**config.mk**
```make
export PLATFORM = sky130hd
export DESIGN_NAME = pard_ctrl_axi_slave
export DESIGN_NICKNAME = d
export VERILOG_FILES = /design/src/rtl/pard_ctrl_axi_slave_pkg.sv /design/src/rtl/pard_ctrl_regfile.sv /design/src/rtl/pard_ctrl_axi_slave.sv
export SDC_FILE = /design/constraint.sdc
export NUM_CORES = 1
export LEC_CHECK = 0
export CORE_AREA = 2 2 179 181
export DETAILED_ROUTE_END_ITERATION = 8
export DIE_AREA = 0 0 181 183
export GPL_TIMING_DRIVEN = 0
export SLEW_MARGIN = 20
export SYNTH_ARGS = -nofsm -noshare
export SYNTH_HDL_FRONTEND = slang
export SYNTH_SLANG_ARGS = --single-unit
```
**constraint.sdc**
```tcl
create_clock -name aclk -period 2.1 [get_ports aclk]
set_input_delay 0.42 -clock aclk [delete_from_list [all_inputs] [get_ports aclk]]
set_output_delay 0.42 -clock aclk [all_outputs]
set_load 0.01 [all_outputs]
```
**src/rtl/pard_ctrl_axi_slave_pkg.sv**
```systemverilog
// rtl/pard_ctrl_axi_slave_pkg.sv - register offsets, CTRL fields, AXI codes and FSM states
package pard_ctrl_axi_slave_pkg;

    localparam logic [1:0] RESP_OKAY   = 2'b00;
    localparam logic [1:0] RESP_SLVERR = 2'b10;
    localparam logic [1:0] BURST_FIXED = 2'b00;
    localparam logic [2:0] SIZE_64     = 3'b011;

    // Offsets are 64-bit word indices, i.e. addr[11:3]
    localparam logic [8:0] OFF_CTRL       = 9'd0;
    localparam logic [8:0] OFF_SCRATCH    = 9'd1;
    localparam logic [8:0] OFF_CYCLE      = 9'd2;
    localparam logic [8:0] OFF_IRQ_STATUS = 9'd3;
    localparam logic [8:0] OFF_IRQ_MASK   = 9'd4;

    localparam int          CTRL_NOHYPE_LSB    = 0;
    localparam int          CTRL_CORE_RSTN_LSB = 8;
    localparam logic [63:0] CTRL_MASK          = 64'h0000_0000_0000_0307;

    typedef enum logic [1:0] {W_IDLE = 2'd0, W_DATA = 2'd1, W_RESP = 2'd2} wr_state_e;
    typedef enum logic       {R_IDLE = 1'b0, R_DATA = 1'b1} rd_state_e;

    function automatic logic [63:0] strb_expand(input logic [7:0] strb);
        logic [63:0] bits;
        for (int i = 0; i < 8; i++) bits[i*8 +: 8] = {8{strb[i]}};
        return bits;
    endfunction

    function automatic logic [63:0] strb_merge(input logic [63:0] old_v, input logic [63:0] new_v,
                                               input logic [63:0] bits);
        return (old_v & ~bits) | (new_v & bits);
    endfunction

endpackage

```
**src/rtl/pard_ctrl_regfile.sv**
```systemverilog
// rtl/pard_ctrl_regfile.sv - register storage, byte-strobe merge, IRQ latch and cycle counter
// CYCLE counter present only when PARD_CTRL_CYCLE_CNT_EN is defined.
module pard_ctrl_regfile
    import pard_ctrl_axi_slave_pkg::*;
#(
    parameter int NINTR = 5
) (
    input  logic             clk,
    input  logic             rst_n,
    input  logic [NINTR-1:0] i_intrs,
    input  logic             i_wr_en,
    input  logic [8:0]       i_wr_off,
    input  logic [63:0]      i_wr_data,
    input  logic [7:0]       i_wr_strb,
    input  logic [8:0]       i_rd_off,
    output logic [63:0]      o_rd_data,
    output logic [2:0]       o_nohype,
    output logic [1:0]       o_core_rstn,
    output logic             o_irq
);
    localparam logic [63:0] IRQ_BITS = (64'd1 << NINTR) - 64'd1;

    logic [63:0] r_ctrl;
    logic [63:0] r_scratch;
    logic [63:0] r_irq_status;
    logic [63:0] r_irq_mask;
    logic        r_irq;
    logic [63:0] w_strb_bits;
    logic [63:0] w_clr;
    logic [63:0] w_cycle;

    assign w_strb_bits = strb_expand(i_wr_strb);

    always_comb begin
        w_clr = '0;
        if (i_wr_en && i_wr_off == OFF_IRQ_STATUS) w_clr = i_wr_data & w_strb_bits & IRQ_BITS;
    end

    always_ff @(posedge clk or negedge rst_n) begin
        if (!rst_n) begin
            r_ctrl       <= '0;
            r_scratch    <= '0;
            r_irq_status <= '0;
            r_irq_mask   <= '0;
            r_irq        <= 1'b0;
        end else begin
            if (i_wr_en && i_wr_off == OFF_CTRL)
                r_ctrl <= strb_merge(r_ctrl, i_wr_data, w_strb_bits) & CTRL_MASK;
            if (i_wr_en && i_wr_off == OFF_SCRATCH)
                r_scratch <= strb_merge(r_scratch, i_wr_data, w_strb_bits);
            if (i_wr_en && i_wr_off == OFF_IRQ_MASK)
                r_irq_mask <= strb_merge(r_irq_mask, i_wr_data, w_strb_bits) & IRQ_BITS;
            // A new interrupt level wins over a W1C of the same bit
            r_irq_status <= (r_irq_status & ~w_clr) | {{(64-NINTR){1'b0}}, i_intrs};
            r_irq        <= |(r_irq_status & r_irq_mask);
        end
    end

`ifdef PARD_CTRL_CYCLE_CNT_EN
    logic [63:0] r_cycle;
    always_ff @(posedge clk or negedge rst_n) begin
        if (!rst_n) r_cycle <= '0;
        else        r_cycle <= r_cycle + 64'd1;
    end
    assign w_cycle = r_cycle;
`else
    assign w_cycle = '0;
`endif

    always_comb begin
        o_rd_data = '0;
        case (i_rd_off)
            OFF_CTRL:       o_rd_data = r_ctrl;
            OFF_SCRATCH:    o_rd_data = r_scratch;
            OFF_CYCLE:      o_rd_data = w_cycle;
            OFF_IRQ_STATUS: o_rd_data = r_irq_status;
            OFF_IRQ_MASK:   o_rd_data = r_irq_mask;
            default:        o_rd_data = '0;
        endcase
    end

    assign o_nohype    = r_ctrl[CTRL_NOHYPE_LSB +: 3];
    assign o_core_rstn = r_ctrl[CTRL_CORE_RSTN_LSB +: 2];
    assign o_irq       = r_irq;

endmodule

```
**src/rtl/pard_ctrl_axi_slave.sv**
```systemverilog
// rtl/pard_ctrl_axi_slave.sv - AXI4 MMIO responder for the PARD control/status register bank
// Optional CYCLE counter: PARD_CTRL_CYCLE_CNT_EN.
module pard_ctrl_axi_slave
    import pard_ctrl_axi_slave_pkg::*;
#(
    parameter int ADDR_W = 32,
    parameter int ID_W   = 8,
    parameter int NINTR  = 5
) (
    input  logic              aclk,
    input  logic              aresetn,
    input  logic [ID_W-1:0]   s_axi_awid,
    input  logic [ADDR_W-1:0] s_axi_awaddr,
    input  logic [7:0]        s_axi_awlen,
    input  logic [2:0]        s_axi_awsize,
    input  logic [1:0]        s_axi_awburst,
    input  logic              s_axi_awvalid,
    output logic              s_axi_awready,
    input  logic [63:0]       s_axi_wdata,
    input  logic [7:0]        s_axi_wstrb,
    input  logic              s_axi_wlast,
    input  logic              s_axi_wvalid,
    output logic              s_axi_wready,
    output logic [ID_W-1:0]   s_axi_bid,
    output logic [1:0]        s_axi_bresp,
    output logic              s_axi_bvalid,
    input  logic              s_axi_bready,
    input  logic [ID_W-1:0]   s_axi_arid,
    input  logic [ADDR_W-1:0] s_axi_araddr,
    input  logic [7:0]        s_axi_arlen,
    input  logic [2:0]        s_axi_arsize,
    input  logic [1:0]        s_axi_arburst,
    input  logic              s_axi_arvalid,
    output logic              s_axi_arready,
    output logic [ID_W-1:0]   s_axi_rid,
    output logic [63:0]       s_axi_rdata,
    output logic [1:0]        s_axi_rresp,
    output logic              s_axi_rlast,
    output logic              s_axi_rvalid,
    input  logic              s_axi_rready,
    input  logic [NINTR-1:0]  intrs,
    output logic [2:0]        nohype_settings,
    output logic [1:0]        core_rstn,
    output logic              irq
);
    wr_state_e       r_wstate, w_wstate_nxt;
    rd_state_e       r_rstate, w_rstate_nxt;
    logic            r_out_en;
    logic [ID_W-1:0] r_wid, r_rid;
    logic [8:0]      r_waddr, r_raddr, w_raddr_nxt, w_rd_off;
    logic [7:0]      r_wlen, r_wcnt, r_rlen, r_rcnt;
    logic            r_wfixed, r_wsize_err, r_werr, r_rfixed, r_rsize_err;
    logic [1:0]      r_bresp;
    logic [63:0]     r_rdata, w_rd_data;
    logic            w_aw_hs, w_w_hs, w_ar_hs, w_r_hs, w_wlast_beat, w_rlast_beat, w_ar_size_err;
    logic            w_unused;

    assign w_unused = ^{s_axi_awaddr[ADDR_W-1:12], s_axi_awaddr[2:0],
                        s_axi_araddr[ADDR_W-1:12], s_axi_araddr[2:0]};

    assign s_axi_awready = r_out_en && (r_wstate == W_IDLE);
    assign s_axi_wready  = (r_wstate == W_DATA);
    assign s_axi_bvalid  = (r_wstate == W_RESP);
    assign s_axi_bid     = r_wid;
    assign s_axi_bresp   = r_bresp;
    assign s_axi_arready = r_out_en && (r_rstate == R_IDLE);
    assign s_axi_rvalid  = (r_rstate == R_DATA);
    assign s_axi_rid     = r_rid;
    assign s_axi_rdata   = r_rdata;
    assign s_axi_rlast   = s_axi_rvalid && w_rlast_beat;
    assign s_axi_rresp   = (s_axi_rvalid && r_rsize_err) ? RESP_SLVERR : RESP_OKAY;

    assign w_aw_hs       = s_axi_awvalid && s_axi_awready;
    assign w_w_hs        = s_axi_wvalid && s_axi_wready;
    assign w_ar_hs       = s_axi_arvalid && s_axi_arready;
    assign w_r_hs        = s_axi_rvalid && s_axi_rready;
    assign w_wlast_beat  = (r_wcnt == r_wlen);
    assign w_rlast_beat  = (r_rcnt == r_rlen);
    assign w_ar_size_err = (s_axi_arsize != SIZE_64);
    // WRAP bursts advance like INCR; only FIXED holds the address
    assign w_raddr_nxt   = r_rfixed ? r_raddr : r_raddr + 9'd1;
    assign w_rd_off      = (r_rstate == R_IDLE) ? s_axi_araddr[11:3] : w_raddr_nxt;

    always_comb begin
        w_wstate_nxt = r_wstate;
        case (r_wstate)
            W_IDLE:  if (w_aw_hs) w_wstate_nxt = W_DATA;
            W_DATA:  if (w_w_hs && w_wlast_beat) w_wstate_nxt = W_RESP;
            W_RESP:  if (s_axi_bready) w_wstate_nxt = W_IDLE;
            default: w_wstate_nxt = W_IDLE;
        endcase
    end

    always_comb begin
        w_rstate_nxt = r_rstate;
        case (r_rstate)
            R_IDLE:  if (w_ar_hs) w_rstate_nxt = R_DATA;
            R_DATA:  if (w_r_hs && w_rlast_beat) w_rstate_nxt = R_IDLE;
            default: w_rstate_nxt = R_IDLE;
        endcase
    end

    always_ff @(posedge aclk or negedge aresetn) begin
        if (!aresetn) begin
            r_out_en    <= 1'b0;
            r_wstate    <= W_IDLE;
            r_rstate    <= R_IDLE;
            r_wid       <= '0;
            r_waddr     <= '0;
            r_wlen      <= '0;
            r_wcnt      <= '0;
            r_wfixed    <= 1'b0;
            r_wsize_err <= 1'b0;
            r_werr      <= 1'b0;
            r_bresp     <= RESP_OKAY;
            r_rid       <= '0;
            r_raddr     <= '0;
            r_rlen      <= '0;
            r_rcnt      <= '0;
            r_rfixed    <= 1'b0;
            r_rsize_err <= 1'b0;
            r_rdata     <= '0;
        end else begin
            r_out_en <= 1'b1;
            r_wstate <= w_wstate_nxt;
            r_rstate <= w_rstate_nxt;
            if (w_aw_hs) begin
                r_wid       <= s_axi_awid;
                r_waddr     <= s_axi_awaddr[11:3];
                r_wlen      <= s_axi_awlen;
                r_wcnt      <= '0;
                r_wfixed    <= (s_axi_awburst == BURST_FIXED);
                r_wsize_err <= (s_axi_awsize != SIZE_64);
                r_werr      <= 1'b0;
            end
            if (w_w_hs) begin
                r_wcnt <= r_wcnt + 8'd1;
                if (!r_wfixed) r_waddr <= r_waddr + 9'd1;
                if (s_axi_wlast != w_wlast_beat) r_werr <= 1'b1;
                if (w_wlast_beat)
                    r_bresp <= (r_wsize_err || r_werr || !s_axi_wlast) ? RESP_SLVERR : RESP_OKAY;
            end
            if (w_ar_hs) begin
                r_rid       <= s_axi_arid;
                r_raddr     <= s_axi_araddr[11:3];
                r_rlen      <= s_axi_arlen;
                r_rcnt      <= '0;
                r_rfixed    <= (s_axi_arburst == BURST_FIXED);
                r_rsize_err <= w_ar_size_err;
                r_rdata     <= w_ar_size_err ? 64'd0 : w_rd_data;
            end else if (w_r_hs && !w_rlast_beat) begin
                r_raddr <= w_raddr_nxt;
                r_rcnt  <= r_rcnt + 8'd1;
                r_rdata <= r_rsize_err ? 64'd0 : w_rd_data;
            end
        end
    end

    pard_ctrl_regfile #(.NINTR(NINTR)) u_regfile (
        .clk         (aclk),
        .rst_n       (aresetn),
        .i_intrs     (intrs),
        .i_wr_en     (w_w_hs && !r_wsize_err),
        .i_wr_off    (r_waddr),
        .i_wr_data   (s_axi_wdata),
        .i_wr_strb   (s_axi_wstrb),
        .i_rd_off    (w_rd_off),
        .o_rd_data   (w_rd_data),
        .o_nohype    (nohype_settings),
        .o_core_rstn (core_rstn),
        .o_irq       (irq)
    );

endmodule
```
==> reports/metrics.yaml <==
outcome:
  outcome: "complete, but fails checks"
  violations: "setup timing"
job:
  drv_cap: 0
place:
  gp_routability_congestion: 0.807
  post-dp-hpwl_um: 18000
  io_buffers: 238
critical_path:
  critical_path_peak_fanout: 7
  critPathTopFamily: "compound AO/OA/AOI/OAI gates"
  cp_slowest_stage_delay_ps: 410
  cp.arrival_ps: 2830
  critPathRequiredTime_ps: 2580
  crit_chain: "ha_2, nand4b_1, xor2_1, a21oi_1, a2111o_1, nor4b_4, buf_6, buf_12, buf_8, a22o_1"
  crit_type: "flip-flop to flip-flop"
  start_kind: "flip-flop"
  slowest_stage: "a2111o_1"
  critPathBufInv: 3
  critPathCaptureType: "flip-flop"
die:
  start_util_pct: 29.6
  die_area_um2: 33100
  die_x_um: 181
  fp.coreArea_um2: 31200
  rows: 65
  die_h_um: 183
  ios: 287
clocking:
  cts_max_path_buffers: 3
  cts_buffers: 26
  clockRootBuffer: "clkbuf_16"
  cts.clk_slew.worst_paths_ps: 60
  cts_tree: "yes"
  cts_sinks: 220
  cts_htree_levels: 1
  clk_latency_ps: 540
global_routing:
  grt_pass1_vias: 7355
  grt_pass1_wl_um: 40600
  grt.overflow.total: 0
  grtUsageTotal_pct: 15.3
  grt_max_degree: 79
  antenna_found_initial: 3
synth:
  ys_seq_area_share_pct: 59.6
  synthTopCellsByArea: "dfrtp_1 (60%), mux2_2 (8.3%), nand2_1 (6.4%), a22o_1 (5.4%), xor2_1 (1.8%)"
  synth_top_area_share_pct: 59.6
  synth_edf_count: 0
  synth_seq_cells: 220
  yosysWarnings: 0
  synth_largest_area_cell: "dfrtp_1"
  synthDistinctLibCells: 57
  synth_ff_type: "dfrtp_1"
  synthesis.area_um2: 9240
  async_flop_share_pct: 100
  syn-instance-count: 782
  syn_avg_cell_area_um2: 11.8
sta:
  period_needed_ps: 2350
  fmax_mhz: 425
  fin_skew_ps: 21.5
  rsz0062_at_grt: "yes"
  finalMaxSlewViolations: 0
  final-setup-viol-count: 129
  setup_ws_ps: -251
  fin_crit_sh_pct: 112
  hold_viol: 0
  worst_slew_pin_slew_ps: 573
  slew_headroom_pct: 61.8
  timing.hold.ws_ps: 252
pwr:
  leakage_nw: 6.38
  power.density_nw_per_um2: 997
  power_mw: 14.0
  peakVddDrop_mv: 0.624
drt:
  routed-via-count: 7140
  firstDrtPassIters: 5
  routed_wl_um: 25900
  vias_per_cell: 4.71
  postRouteAntennaNets: 0
  drc: 0
  drtIter0Drc: 303
  wl_per_cell_um: 17.1
final_layout:
  drive_gt1_share_pct: 20.1
  nets: 1290
  areaGrowthSynthToFinish_pct: 51.9
  fillCellCount: 2951
worst_hold_path:
  hold_path_class: "input port to flip-flop"
## layout by cell type, fill, tap and decap left out, types with 7 or more instances in the layout
master           instances
clkbuf_1                19
clkdlybuf4s50_1        228
nand2_1                147
buf_4                   29
mux2_4                  19
clkbuf_8                 7
nor2_1                  35
buf_8                    7
dfrtp_1                219
a22o_1                  57
clkbuf_16               27
mux2i_1                 14
buf_12                   7
buf_6                   10
nand2_8                  8
o21ai_1                  7
mux2_2                  57
xor2_1                  19
o21ai_0                 19
xnor2_1                 17
nand4_1                 11
nand3_1                  7
and3_1                   7
## tightest hold or removal path, cell delays in order
cell and delay (ps):
dlygate4sd2_1 210, nand2_1 50, o21ai_0 60
## final cells by class
cell class                      count  area, um2  area share (%)
Tap cell                          402        503            3.58
Clock buffer                       38        766            5.46
Sequential cell                   220       5510            39.2
Inverter                            6       22.5           0.160
Multi-Input combinational cell    523       3930            28.0
Antenna cell                        2       5.00          0.0357
Timing Repair Buffer              285       2940            21.0
Clock inverter                      9        131           0.936
Buffer                             31        225            1.60
## cells in the mapped netlist, types with 6 or more instances
master / count
dfrtp_1: 220
nand2_1: 157
mux2_2: 68
a22o_1: 57
nor2_1: 41
o21ai_0: 25
clkbuf_1: 21
xor2_1: 19
xnor2_1: 17
mux2i_1: 15
nand4_1: 11
and3_1: 8
mux2_1: 8
a21oi_1: 7
buf_2: 7
nand3_1: 7
a21o_1: 6
ha_1: 6
inv_1: 6
o31ai_1: 6
## per-stage QoR
stage               area [um2]  setup WS (ps)  std cells  setup TNS, ps  util (%)
floorplan                 9270           -135        783          -4990         -
global placement         12200          -9090       1423       -2130080      38.9
detailed placement       12200          -1070       1425        -139400      39.1
CTS                      13800           -336       1502         -22790      44.1
global route             14000           -443       1515         -41640      44.9
finish                   14000           -251       1516         -24770      44.9
## repair_timing
item                                    CTS  global route
setup buffers                            27            14
gates resized for setup                  97            42
cloned                                    3             1
hold endpoints to repair                 68             0
pin swaps                                15            22
endpoints found under the setup margin  183           147
hold buffers                              1             0
## cells by family (layout without fill, tap and decap cells)
group                    count (synthesis)  after routing  synth area share [%]
AO/OA/AOI/OAI                          129            129                  10.7
flip-flops                             220            220                  59.6
buffers and inverters                   40            369                  2.09
other                                    2              5                0.0813
XOR/XNOR                                36             36                  3.41
adder cells (fa/ha/maj)                  6              6                 0.813
AND/OR/NAND/NOR                        257            257                  12.3
multiplexers                            92             92                  11.0
## power by group
part           internal (mW)  switching, mW  total, mW
Combinational           1.95           1.95       3.90
Clock                   2.89           1.78       4.67
Sequential              4.86          0.560       5.42
Total                   9.70           4.30       14.0
## metal layers
layer	share of wire, %	track usage [%]	vias up
li1	-	-	3399
met1	44	20.4	3520
met2	47	24.9	183
met3	6.4	3.83	36
met4	1.8	4.13	2
met5	0.050	0	-
## worst paths after layout
path                                      start         endpoint  slack [ps]  cells after the start
worst max-delay path                 r_raddr[1]  s_axi_rdata[43]        -250                     10
min in group asynchronous               aresetn  s_axi_rdata[28]         410                      2
worst max register to register       r_raddr[1]  s_axi_rdata[43]        -250                     10
max in group asynchronous               aresetn         r_rfixed         830                      3
worst min register to register     s_axi_rid[1]     s_axi_rid[1]         470                      2
worst min-delay path            s_axi_araddr[8]       r_raddr[5]         250                      3
No activity file was read; power rests on OpenSTA's default activity.
